$ cat src/rtl/sun2_dvma_pkg.sv
// Shared definitions for the 120-board DVMA sequencer.
//  dvma_state_t    : sequencer state encoding
//  DEF_WAIT_STATES : default RUN length before c_s7
//  DEF_REQ_TIMEOUT : default REQ length before giving up on a grant
//  cnt_width()     : counter width able to hold the larger of two terminal counts
package sun2_dvma_pkg;

   typedef enum logic [2:0] {
      IDLE    = 3'd0,
      REQ     = 3'd1,
      GRANT   = 3'd2,
      RUN     = 3'd3,
      XACK    = 3'd4,
      RELEASE = 3'd5,
      BLOCK   = 3'd6
   } dvma_state_t;

   localparam int unsigned DEF_WAIT_STATES = 6;
   localparam int unsigned DEF_REQ_TIMEOUT = 255;

   function automatic int unsigned cnt_width(input int unsigned a, input int unsigned b);
      cnt_width = $clog2(((a > b) ? a : b) + 1);
   endfunction

endpackage

$ cat src/rtl/dvma_cycle_counter.sv
// Clear/enable saturating counter with a terminal-count compare.
//  clk, reset : clock, async active-high reset
//  clr        : synchronous clear (wins over en)
//  en         : count enable
//  tc_value   : terminal value to compare against
//  tc         : count == tc_value (combinational on the current count)
module dvma_cycle_counter #(
   parameter int unsigned WIDTH = 8
) (
   input  logic             clk,
   input  logic             reset,
   input  logic             clr,
   input  logic             en,
   input  logic [WIDTH-1:0] tc_value,
   output logic             tc
);

   logic [WIDTH-1:0] count;

   always_ff @(posedge clk or posedge reset) begin
      if (reset)
         count <= '0;
      else if (clr)
         count <= '0;
      else if (en && (count != '1))   // saturate, never wrap
         count <= count + 1'b1;
   end

   assign tc = (count == tc_value);

endmodule

$ cat src/rtl/dvma_sequencer.sv
// DVMA cycle sequencer: arbitrates the 68010 bus for a DVMA request,
// drives xen for the cycle and raises c_s7 after a fixed wait count.
//  clk, reset            : board clock, async active-high reset
//  en_dvma, xreq         : enable gate and request from the decoder
//  p1_mrdc, p1_mrwc      : P1 master commands; the bus is held while either is up
//  cpu_bg, cpu_as        : 68010 grant and address strobe
//  cpu_bgack_in          : wired-OR BGACK read-back from other masters
//  cpu_br, cpu_bgack     : bus request / grant acknowledge to the 68010
//  xen, c_s7             : address/control enable and xack qualifier to the decoder
//  dvma_busy             : state != IDLE
//  dvma_timeout          : one-clock pulse on giving up in REQ
module dvma_sequencer
   import sun2_dvma_pkg::*;
#(
   parameter int unsigned WAIT_STATES = DEF_WAIT_STATES,
   parameter int unsigned REQ_TIMEOUT = DEF_REQ_TIMEOUT
) (
   input  logic clk,
   input  logic reset,
   input  logic en_dvma,
   input  logic xreq,
   input  logic p1_mrdc,
   input  logic p1_mrwc,
   input  logic cpu_bg,
   input  logic cpu_as,
   input  logic cpu_bgack_in,
   output logic cpu_br,
   output logic cpu_bgack,
   output logic xen,
   output logic c_s7,
   output logic dvma_busy,
   output logic dvma_timeout
);

   localparam int unsigned CW = cnt_width(WAIT_STATES, REQ_TIMEOUT);
   localparam logic [CW-1:0] RUN_TC = CW'(WAIT_STATES - 1);
   localparam logic [CW-1:0] REQ_TC = CW'(REQ_TIMEOUT - 1);

   dvma_state_t state, next_state;

   logic grant_ok, cmd_active;
   logic cnt_clr, cnt_en, cnt_tc;
   logic [CW-1:0] cnt_tc_value;
   logic br_d, bgack_d, xen_d, c_s7_d, busy_d, timeout_d;

   // Bus is ours only when granted, idle, and no other master holds BGACK.
   assign grant_ok   = cpu_bg & ~cpu_as & ~cpu_bgack_in;
   assign cmd_active = p1_mrdc | p1_mrwc;

   // One counter serves REQ (timeout) and RUN (wait states); it sits at
   // zero in every other state so each of those starts from 0.
   assign cnt_en       = (state == REQ) || (state == RUN);
   assign cnt_clr      = ~cnt_en;
   assign cnt_tc_value = (state == REQ) ? REQ_TC : RUN_TC;

   dvma_cycle_counter #(.WIDTH(CW)) u_cnt (
      .clk      (clk),
      .reset    (reset),
      .clr      (cnt_clr),
      .en       (cnt_en),
      .tc_value (cnt_tc_value),
      .tc       (cnt_tc)
   );

   // State and registered outputs. Async reset drops BR/BGACK/xen at once.
   always_ff @(posedge clk or posedge reset) begin
      if (reset) begin
         state        <= IDLE;
         cpu_br       <= 1'b0;
         cpu_bgack    <= 1'b0;
         xen          <= 1'b0;
         c_s7         <= 1'b0;
         dvma_busy    <= 1'b0;
         dvma_timeout <= 1'b0;
      end else begin
         state        <= next_state;
         cpu_br       <= br_d;
         cpu_bgack    <= bgack_d;
         xen          <= xen_d;
         c_s7         <= c_s7_d;
         dvma_busy    <= busy_d;
         dvma_timeout <= timeout_d;
      end
   end

   always_comb begin
      next_state = state;
      case (state)
         IDLE:    if (en_dvma && xreq) next_state = REQ;
         REQ: begin
            // grant beats withdrawal, withdrawal beats timeout
            if (grant_ok)    next_state = GRANT;
            else if (!xreq)  next_state = IDLE;
            else if (cnt_tc) next_state = BLOCK;
         end
         GRANT:   next_state = RUN;
         RUN: begin
            if (!xreq)       next_state = RELEASE;
            else if (cnt_tc) next_state = XACK;
         end
         XACK:    if (!cmd_active) next_state = RELEASE;
         RELEASE: next_state = IDLE;
         BLOCK:   if (!xreq) next_state = IDLE;
         default: next_state = IDLE;
      endcase
   end

   // Outputs decoded from the state being entered, so the registers
   // above present a pure function of the current state.
   always_comb begin
      br_d      = 1'b0;
      bgack_d   = 1'b0;
      xen_d     = 1'b0;
      c_s7_d    = 1'b0;
      busy_d    = (next_state != IDLE);
      timeout_d = (state == REQ) && (next_state == BLOCK);
      case (next_state)
         REQ:     br_d = 1'b1;
         GRANT,
         RUN: begin
            bgack_d = 1'b1;
            xen_d   = 1'b1;
         end
         XACK: begin
            bgack_d = 1'b1;
            xen_d   = 1'b1;
            c_s7_d  = 1'b1;
         end
         // BGACK held one more clock so xen falls inside it
         RELEASE: bgack_d = 1'b1;
         default: ;
      endcase
   end

endmodule

$ cat config.mk
export PLATFORM = sky130hd
export DESIGN_NAME = dvma_sequencer
export DESIGN_NICKNAME = d
export VERILOG_FILES = /design/src/rtl/sun2_dvma_pkg.sv /design/src/rtl/dvma_cycle_counter.sv /design/src/rtl/dvma_sequencer.sv
export SDC_FILE = /design/constraint.sdc
export NUM_CORES = 1
export LEC_CHECK = 0
export ABC_AREA = 1
export CAP_MARGIN = 40
export CORE_MARGIN = 2
export CORE_UTILIZATION = 29
export DETAILED_ROUTE_END_ITERATION = 7
export GPL_ROUTABILITY_DRIVEN = 1
export SYNTH_ARGS = -nofsm -noshare
export SYNTH_HDL_FRONTEND = slang
export SYNTH_SLANG_ARGS = --single-unit
$ cat constraint.sdc
create_clock -name clk -period 1.61 [get_ports clk]
set_clock_uncertainty 0.05 [all_clocks]
set_input_delay 0.2415 -clock clk [delete_from_list [all_inputs] [get_ports clk]]
set_output_delay 0.2415 -clock clk [all_outputs]
set_load 0.01 [all_outputs]
**Yosys cells after proc, flatten, opt, wreduce, memory -nomap -nowiden**

Cells that the tools add are included.

- Bits in registers: 17
- Bits of input ports: 9
- Output and inout bits: 6
- Logic and storage cells: 52

- Add/sub/neg operators: 1
- Equal/unequal tests: 14
- Multiplexer cells: 16
- Bitwise logic cells: 5
- Reduce and logical (&&, ||, !) cells: 8

Operators with widths:

| kind | count |
|---|---|
| $mux 3 | 8 |
| $mux 8 | 3 |
| $pmux 3 s6 | 1 |
| $eq 3x3->1 const B | 5 |
| $eq 3x2->1 const B | 4 |
| $add 8x1->8 const B | 1 |
| $eq 8x8->1 | 1 |
| $ne 8x8->1 const B | 1 |
| $eq 3x1->1 const B | 2 |
| $mux 1 | 4 |
| $reduce_or 4->1 | 1 |
| $logic_and 1x1->1 | 3 |
| $logic_not 3->1 | 1 |
| $reduce_bool 3->1 | 1 |
| $reduce_or 3->1 | 1 |
| $and 1x1->1 | 2 |
| $ne 2x2->1 const B | 1 |
| $not 1->1 | 2 |
| $logic_or 1x1->1 | 1 |
| $or 1x1->1 | 1 |

**Longest topological paths before layout**

Gate-level depths: netlist of the first run.

- Word-level depth: 10
- Gate-level depth with buffers: 13
- Mapped depth without buffers: 13

**Cells and area by module**

From an unflattened synthesis of the first run, not the netlist that was laid out.

- Cell total of the unflattened synthesis: 153
- Area, all modules: 1104.8 um^2

By module, submodules not included:

| module | instances | cells each | area each (um^2) | seq. area each (um^2) |
|---|---|---|---|---|
| dvma_cycle_counter | 1 | 79 | 568.0 | 200.2 |
| dvma_sequencer | 1 | 74 | 536.8 | 225.2 |

**Least setup slack after synthesis of the first run**

OpenSTA, ideal clock, no wires.

- Path type: reg-to-reg
- From: reg state[2]
- To: reg xen
- Setup time: 120 ps
- Data arrival time: 1272 ps
- Data required time: 1440 ps
- Path slack: 167 ps
- Stages on the path, launching flop included: 11
- Path buffers: 0
- Period minus slack after synthesis: 1443 ps
- Path through: dfrtp_1 > inv_2 > nand2_2 > nor2_4 > inv_2 > nand2_2 > nand3_4 > a31oi_2 > nand2_2 > nand2_1 > nand2_1

- Cells in the longest elaborated chain, start to end: 10
- Elaborated cells on any way between the ends: 22
- Classes of those cells: 9 x eq/ne; 11 x mux; 2 x reduce/logical

Ends and longest elaborated chain:

| element | line | RTL |
|---|---|---|
| from (decl) | dvma_sequencer.sv:39 | `dvma_state_t state, next_state;` |
| from (signal assigned) | dvma_sequencer.sv:76 | `state <= next_state;` |
| $eq 3x1->1 | dvma_sequencer.sv:54, dvma_sequencer.sv:88 |  |
| $mux 8 | dvma_sequencer.sv:54 | `assign cnt_tc_value = (state == REQ) ? REQ_TC : RUN_TC;` |
| $eq 8x8->1 | dvma_cycle_counter.sv:29 | `assign tc = (count == tc_value);` |
| $mux 3 | dvma_sequencer.sv:94 | `else if (cnt_tc) next_state = BLOCK;` |
| $mux 3 | dvma_sequencer.sv:93 | `else if (!xreq) next_state = IDLE;` |
| $mux 3 | dvma_sequencer.sv:92 | `if (grant_ok) next_state = GRANT;` |
| $pmux 3 s6 * | dvma_sequencer.sv:88 | `case (state)` |
| via next_state[1] | dvma_sequencer.sv:39 |  |
| $eq 3x3->1 / $eq 3x2->1 (equally long branches) | dvma_sequencer.sv:117 | `case (next_state)` |
| $reduce_or 3->1 (no source line) * | -- |  |
| $mux 1 * | dvma_sequencer.sv:117 |  |
| via xen_d | dvma_sequencer.sv:44 | `logic br_d, bgack_d, xen_d, c_s7_d, busy_d, timeout_d;` |
| to (signal assigned) | dvma_sequencer.sv:79 | `xen <= xen_d;` |
| to (decl) | dvma_sequencer.sv:29 | `output logic xen,` |

Mark *: on every way through the listed nets, which the timed path passes. The rest lies on a longest branch.
A chain may end at the register's enable or synchronous reset.

**Worst setup path in the final report of the first run**

- From: reg state[2]
- To: reg xen

- Cells in the longest elaborated chain, start to end: 10
- Elaborated cells on any way between the ends: 22
- Classes of those cells: 9 x eq/ne; 11 x mux; 2 x reduce/logical

Ends and longest elaborated chain:

| element | line |
|---|---|
| $eq 3x1->1 | dvma_sequencer.sv:54, dvma_sequencer.sv:88 |
| $mux 8 | dvma_sequencer.sv:54 |
| $eq 8x8->1 | dvma_cycle_counter.sv:29 |
| $mux 3 | dvma_sequencer.sv:94 |
| $mux 3 | dvma_sequencer.sv:93 |
| $mux 3 | dvma_sequencer.sv:92 |
| $pmux 3 s6 * | dvma_sequencer.sv:88 |
| $eq 3x3->1 / $eq 3x2->1 (equally long branches) | dvma_sequencer.sv:117 |
| $reduce_or 3->1 (no source line) * | -- |
| $mux 1 * | dvma_sequencer.sv:117 |
| via xen_d | dvma_sequencer.sv:44 |

Marks and branches as above.

==> impl_summary.md, run 1 <==
Status
The flow ran to the end, and the final reports show no timing, DRC or antenna violations.

GRT
The initial antenna violation count is 0. Summed over all layers, the global routing overflow is 0. The first global-routing pass estimated 3312 um of wire.

Entering global routing, the biggest net connects 18 pins. The number of global-route vias before repair is 807. For this run, the total global-route usage over all layers was measured as 0.1207.

Timing
Timing would allow up to 640.5 MHz. Once routing completed, OpenROAD measured the worst setup slack at 0.04867 ns. The final setup violation count is 0.

The final count of hold timing violations is 0. The max-slew violation total from the final report was 0. Counting I/O delays and the setup requirement, the final critical path takes 1.561 ns. The worst slew slack as a fraction of its limit is 0.7124. Setup repair after global routing could not meet its margin everywhere. For the pin with the worst max-slew slack, the measured transition is 0.4289 ns. The fraction of the cycle the final worst path needs is 0.9698.

Drt
The remaining number of nets flagged by the antenna check after routing is 0. Dividing the detail-routed via count by the number of cells gives 4.511. In the routed design, unresolved DRC markers number 0. The routed via count is 848.

Wires add up to 1975 um. After detailed routing, the average wire length per cell comes to 10.51 um. The first detailed-routing pass took 4 iterations.

The number of violations reported at the end of detailed-routing iteration 0 is 12.

Critical path
The worst register-to-register path begins at state[2]. The critical path is of the reg2reg type. The most frequent cell on the critical path is nand2_1.

The most critical setup path has its startpoint at state[2]. The endpoint identified for the worst register-to-register timing path is xen. Data arrives at the worst endpoint at 1.69 ns. The cell family contributing the most delay on the critical path is simple AND/OR/NAND/NOR gates. In this run the register-to-register setup slack is 0.05 ns. The peak fanout along the critical path is 4. The cell count of the worst reg-to-reg path is 12. The critical path capture point type is a flip-flop. The slowest cell on the critical path is dfrtp_1.

The critical path ends at xen. The type of element launching the critical path is a flip-flop. The critical path depth in cells is 12. The required time of the critical path is 1.74 ns. Together, buffers and inverters on the worst path number 2.

The peak per-stage delay on the critical path is 0.44 ns. The signal on the critical path passes through inv_2 -> nand2_4 -> nor2_4 -> inv_2 -> nand2_2 -> nand3_4 -> nand2_1 -> nand2_1 -> nand2_1 -> nand2_2 -> nand4_1 -> nand2_1.

Die
The initial utilization of the core area, before any placement, comes to 0.3037. The placeable core area is 3028 um2. The die span in x is 60.31 um. The die covers 3637 um2. Measured along the y axis, the die boundary spans 60.31 um.

The number of top-level design ports is 15. The floorplan has 20 rows.

Synth
The post-synthesis cell area is 919.6 um2. The average cell area after synthesis is 8.138 um2. In the post-synthesis netlist, the biggest area contributors are dfrtp_1 46%, nand2_1 9.4%, inv_1 6.5%. The synthesized design contains 17 register bits. The biggest area contributor in the post-synthesis netlist is dfrtp_1. Of the synthesized area, sequential elements account for 0.4626. The share of synthesized flip-flops with an asynchronous set or reset is 1.000. The count of mapped cells out of synthesis is 113. The count of flip-flops with a built-in enable after synthesis is 0.

The count of warnings emitted by yosys is 0. The post-synthesis net count is 123. The number of library cell types mapped by synthesis is 25. The most used flip-flop cell after synthesis is dfrtp_1. The area share of the largest cell type after synthesis is 0.4626.

CTS
The clock passes through at most 2 buffers. The clock net in this run drives a total of 17 sinks. The clock-pin slew reported for the worst setup and hold paths after clock tree synthesis is 0.10 ns.

In this run the number of H-tree levels came out at 1. The number of buffers inserted during clock tree synthesis is 3. The CTS tree is built. CTS placed an instance of clkbuf_4 at the clock tree root. The clock reaches the later pin of the worst-skew pair after 0.29 ns.

Layout
The total number of nets in the final design is 155. The final antenna diode count is 0. The final-layout fill cell count is 310. Of the cells placed in the final design, the portion with a size suffix greater than 1 is 0.2639.

The utilization of the core after routing is 0.4190. Relative to the synthesized area, the layout overhead comes to 37.96%.

Placement
The count of buffers from port buffering is 14. At the placement stage, the worst setup path has a slack of -0.1396 ns. The global placement routability congestion is 0.8147. The HPWL after detailed placement is 1554 um.

Power and ir drop
For this design the ratio of total power to cell area is 1386 nW/um2. The maximum vdd ir drop is 0.4113 mV. The static leakage is 0.5884 nW.

Run
The number of max-capacitance violations reported is 0.

Hold path
The worst hold-check path type is in2async.
-- metrics by stage --
stage | total power [W] | TNS (ns) | cells | instance area (um2) | hold WS, ns
after floorplan | 0.001150 | 0 | 113 | 919.6 | 0.1176
after global placement | 0.001483 | -0.4506 | 183 | 1205 | 0.4420
after detailed placement | 0.001502 | -0.5878 | 183 | 1205 | 0.4509
after CTS | 0.001730 | 0 | 187 | 1232 | 0.1999
after global routing | 0.001901 | -0.3272 | 188 | 1269 | 0.2024
final | 0.001758 | 0 | 188 | 1269 | 0.1975
-- flip-flops by register name, indices dropped and copies added (netlist names) --
name and flops:
state 3, c_s7 1, dvma_busy 1, cpu_br 1, cpu_bgack 1, u_cnt.count 8, dvma_timeout 1, xen 1
-- where the power goes --
group	switching (W)	internal (W)
registers	0.0000838	0.000539
logic	0.000497	0.000413
clock network	0.000133	0.0000924
total	0.000714	0.00104
-- Yosys cell counts, types with 2 or more instances --
| cell type | number |
|---|---|
| o21ai_0 | 5 |
| nor3_1 | 4 |
| dfrtp_1 | 17 |
| nand2_2 | 7 |
| nand2_1 | 23 |
| nor2_1 | 11 |
| inv_2 | 3 |
| nand4_1 | 3 |
| a31oi_1 | 2 |
| a21oi_1 | 2 |
| inv_1 | 16 |
| a211oi_1 | 2 |
| nand3_1 | 6 |
-- cells in the final DEF (no fill, tap or decap), types with 2 or more instances in the layout --
master,count
o21ai_0,5
clkdlybuf4s50_1,14
buf_4,13
nand2_1,21
nor2_1,11
nand2_2,8
nor3_1,4
dfrtp_1,17
a31oi_1,2
a211oi_1,2
clkbuf_4,3
a21oi_1,2
inv_2,3
nand3_2,2
nand4_1,3
inv_1,16
nand3_1,4
-- area by class of cell --
type,count,area [um2],area share
timing repair buffer,27,237.7,0.1874
clock inverter,1,5.005,0.003945
tap,44,55.05,0.04339
multi-input combinational,77,451.7,0.3560
clock buffer,3,22.52,0.01775
inverter,19,71.32,0.05621
sequential,17,425.4,0.3353
-- tightest hold or removal path, stage by stage --
cell	delay (ns)
clkdlybuf4s50_1	0.40
inv_1	0.05
buf_4	0.23
-- worst min-delay path by stage --
stage,start,depth (start not counted),end,slack (ns)
6_report,reset,3,u_cnt.count[7],0.20
4_1_cts,reset,3,u_cnt.count[7],0.20
3_5_place_dp,u_cnt.count[6],1,u_cnt.count[6],0.45
3_3_place_gp,u_cnt.count[6],1,u_cnt.count[6],0.44
2_1_floorplan,reset,1,c_s7,0.12
5_1_grt,reset,3,u_cnt.count[7],0.20
-- kinds of logic (layout without fill, tap and decap cells) --
kind of cell,after synthesis,after routing,share of synthesized area
AOI/OAI and AO/OA,18,18,0.1361
adders and majority gates,1,1,0.01360
buffers and inverters,19,50,0.07755
DFF,17,17,0.4626
and+or+nand+nor,58,58,0.3102
-- timing repair --
item | CTS | global route
resized for setup | 0 | 6
buffers inserted | 0 | 1
setup endpoints to repair | 0 | 5
hold buffers | 0 | 0
-- layer usage --
| layer | share of wire | up-vias | global-route usage |
|---|---|---|---|
| met5 | 0 | - | 0 |
| met4 | 0.021 | 0 | 0.06667 |
| met3 | 0.024 | 4 | 0.01299 |
| met2 | 0.49 | 16 | 0.2034 |
| met1 | 0.46 | 397 | 0.1501 |
| li1 | - | 431 | - |
Power figures use the tool's default switching activity.
==> run 2: changes to the inputs <==
- PLACE_DENSITY_LB_ADDON: unset -> 0.08
- clock period: 1.61 -> 1.7 ns (I/O delays scaled with it)
==> run 2 against run 1 <==
  * Non-clock buffer count increased by 1
  * Critical endpoint is now dvma_timeout
  * Register-to-register slack improved by 0.07 ns
  * Largest power group unchanged
  * Cell area about the same
  * Sequential power decreased by 7.4%
  * Largest cell class unchanged
  * Combinational power increased by 0.4%
==> impl_summary.md, run 2 (same netlist as run 1, synthesis figures left out) <==
Status
The flow ran to the end, and the final reports show no timing, DRC or antenna violations.

CTS
The CTS root buffer is clkbuf_4. The number of buffers inserted during clock tree synthesis is 3. The maximum clock path buffer count is 2. The CTS H-tree depth is 1. The later pin in the worst-skew pair is clocked with a latency of 0.29 ns. The CTS tree is built.

Buffers inserted to repair hold after CTS numbered 0. Counting every sink on the clock net gives 17. The clock-pin slew reported for the worst setup and hold paths after clock tree synthesis is 0.10 ns.

Power and ir drop
The net switching fraction of the power is 0.4030. Cell internal power was estimated by the tool at 0.001022 W. Summing internal, switching and leakage power gives 0.001712 W. The worst-case IR drop observed on VDD is 0.5106 mV. Of the total power, registers draw 0.337. The portion of total power attributed to combinational logic is 0.534. For this design the static power due to leakage is 0.5897 nW. Dividing total power by cell area gives a power density of 1348 nW/um2. In this run the power spent charging and discharging nets is 0.0006899 W.

The part of the total power dissipated in the clock network is 0.129.

Drt
The average via count per standard cell is 4.455. The total detailed-routing wirelength is 2044 um. The routed via count is 842. In this run, the number of DRC markers left after iteration 0 of detailed routing was 33. In the routed design, unresolved DRC markers number 0. The remaining number of nets flagged by the antenna check after routing is 0. The pre-antenna-repair detailed-routing pass consisted of 4 iterations. The routed length per instance is 10.81 um.

Layout
Leaving out fill and tap cells, the most frequent cells in the layout are 21 x nand2_1, 17 x dfrtp_1, 14 x inv_1, 14 x clkdlybuf4s50_1, 13 x buf_4. The fraction of final layout cells with drive strength greater than 1 is 0.2690. 0 antenna diodes ended up in the layout. The utilization of the core after routing is 0.4194. The most common cell after layout, fill and taps aside is nand2_1.

The combined area of the multi-input logic cells is 441.7 um2. The register with the most flip-flops in the layout has 8 of them. Excluding fillers, the count of instances in the completed layout stands at 189.

The area added between synthesis and finish is 38.10%. Fill cells in the final layout number 319. The total number of nets in the final design is 156. The register with the most flip-flops in the final layout is u_cnt.count. The largest registers in the layout are u_cnt.count: 8 flops, state: 3 flops. The sequential cell area in the final layout is 425.4 um2.

Critical path
The start-to-end type of the worst setup path is reg2reg. The slowest cell on the critical path is dfrtp_1. The critical path capture point type is a flip-flop. Traced cell by cell, the critical path runs through inv_1 -> nor2_1 -> a31o_2 -> nand2_1 -> nand2_2 -> inv_2 -> nor3_2. STA puts the critical path data arrival time at 1.74 ns.

STA classifies the critical path startpoint as a flip-flop. In this run the worst path has a maximum fanout of 4. The required time of the critical path is 1.87 ns. The peak per-stage delay on the critical path is 0.46 ns.

GRT
For this run the aggregate overflow at the end of global routing stands at 0. The global-route wire length before repair is 3601 um. The number of global-route vias before repair was 809. Entering global routing, the biggest net connects 11 pins. The initial antenna violation count is 0. The total track usage is 0.1360.

Die
The initial utilization of the core area, before any placement, comes to 0.3037. The die is 60.31 um tall. The number of top-level design ports is 15. The die covers 3637 um2. The floorplan step set the die width to 60.31 um. In this run the standard cell core region covers 3028 um2. The initialized floorplan defines 20 standard-cell rows.

Placement
The detailed-placement wirelength estimate is 1597 um. The number of cells after detailed placement is 179. Prior to clock tree synthesis, the placed netlist has a worst setup slack of -0.07658 ns.

Buffers placed on the I/O ports in this run total 14. The congestion estimate from routability-driven global placement came to 0.8548.

Timing
Setup violations remaining at the end of the flow were counted as 0. The max-slew violation total from the final report is 0. The clock period minus final worst setup slack is 1.577 ns. The final hold slack is 0.1986 ns.

The worst slew slack as a fraction of its limit is 0.6975. Setup slack on the critical path of the routed design comes to 0.1228 ns. For the pin with the worst max-slew slack, the measured transition is 0.4510 ns. For this run, the top clock speed supported by timing is 634.0 MHz. The final count of hold timing violations is 0. The fraction of the cycle the final worst path needs is 0.9278.

Hold path
The worst hold path belongs to the class in2async.

Run
The tool flagged a number of max-cap violations equal to 0.
## run 2: cell types whose count changed in the layout (fill, tap and decap cells not counted)
cell     before  now
nand3_2       2    0
inv_1        16   14
buf_6         0    1
inv_2         3    5
nand3_1       4    6
## run 2: worst max-delay path, delay by kind of cell, from the launching register on
family / cells / cell delay [ns]
AND/OR/NAND/NOR: 4 / 0.60
buffers and inverters: 2 / 0.19
flip-flops: 1 / 0.46
AO/OA/AOI/OAI: 1 / 0.20
## run 2: routing by layer
metal	vias to the layer above	global-route usage	part of all wire
met5	-	0	0
met4	0	0.06667	0.013
met3	4	0.03247	0.040
met2	17	0.2050	0.44
met1	378	0.1824	0.50
li1	443	-	-
## run 2: stage by stage
step | area [um2] | TNS [ns]
after floorplan | 919.6 | 0
after global placement | 1175 | -0.1444
after detailed placement | 1175 | -0.2844
after CTS | 1202 | 0
after global routing | 1270 | -0.001401
final | 1270 | 0
## run 2: repair_timing
item	CTS	global route
resized for setup	0	7
setup endpoints to repair	0	5
setup buffers	0	6
## run 2: power groups by stage
stage          sequential [W]  combinational [W]  clock [W]
3_5_place_dp         0.000590           0.000796          0
6_report             0.000577           0.000914   0.000221
4_1_cts              0.000587           0.000795   0.000233
5_1_grt              0.000589            0.00102   0.000251
2_1_floorplan        0.000615           0.000474          0
3_3_place_gp         0.000594           0.000794          0
## run 2: cell type report
class / instances / share of cell area
Sequential cell: 17 / 0.3350
Inverter: 19 / 0.05616
Clock buffer: 3 / 0.01773
Clock inverter: 1 / 0.003941
Multi-Input combinational cell: 77 / 0.3478
Tap cell: 44 / 0.04335
Timing Repair Buffer: 28 / 0.1961
## run 2: final timing paths
path	start	to	slack (ns)	depth (start not counted)
min reg2reg	u_cnt.count[6]	u_cnt.count[6]	0.47	1
min	reset	c_s7	0.20	3
max in group asynchronous	reset	u_cnt.count[7]	1.25	3
max	state[1]	dvma_timeout	0.12	7
max reg2reg	state[1]	dvma_timeout	0.12	7
min in group clk	u_cnt.count[6]	u_cnt.count[6]	0.47	1
==> run 3: changes to the inputs <==
- CTS_CLUSTER_DIAMETER: unset -> 120
- TNS_END_PERCENT: unset -> 100
==> results of run 3 <==
No change in the layout: final DEF, timing and power equal those of run 2.
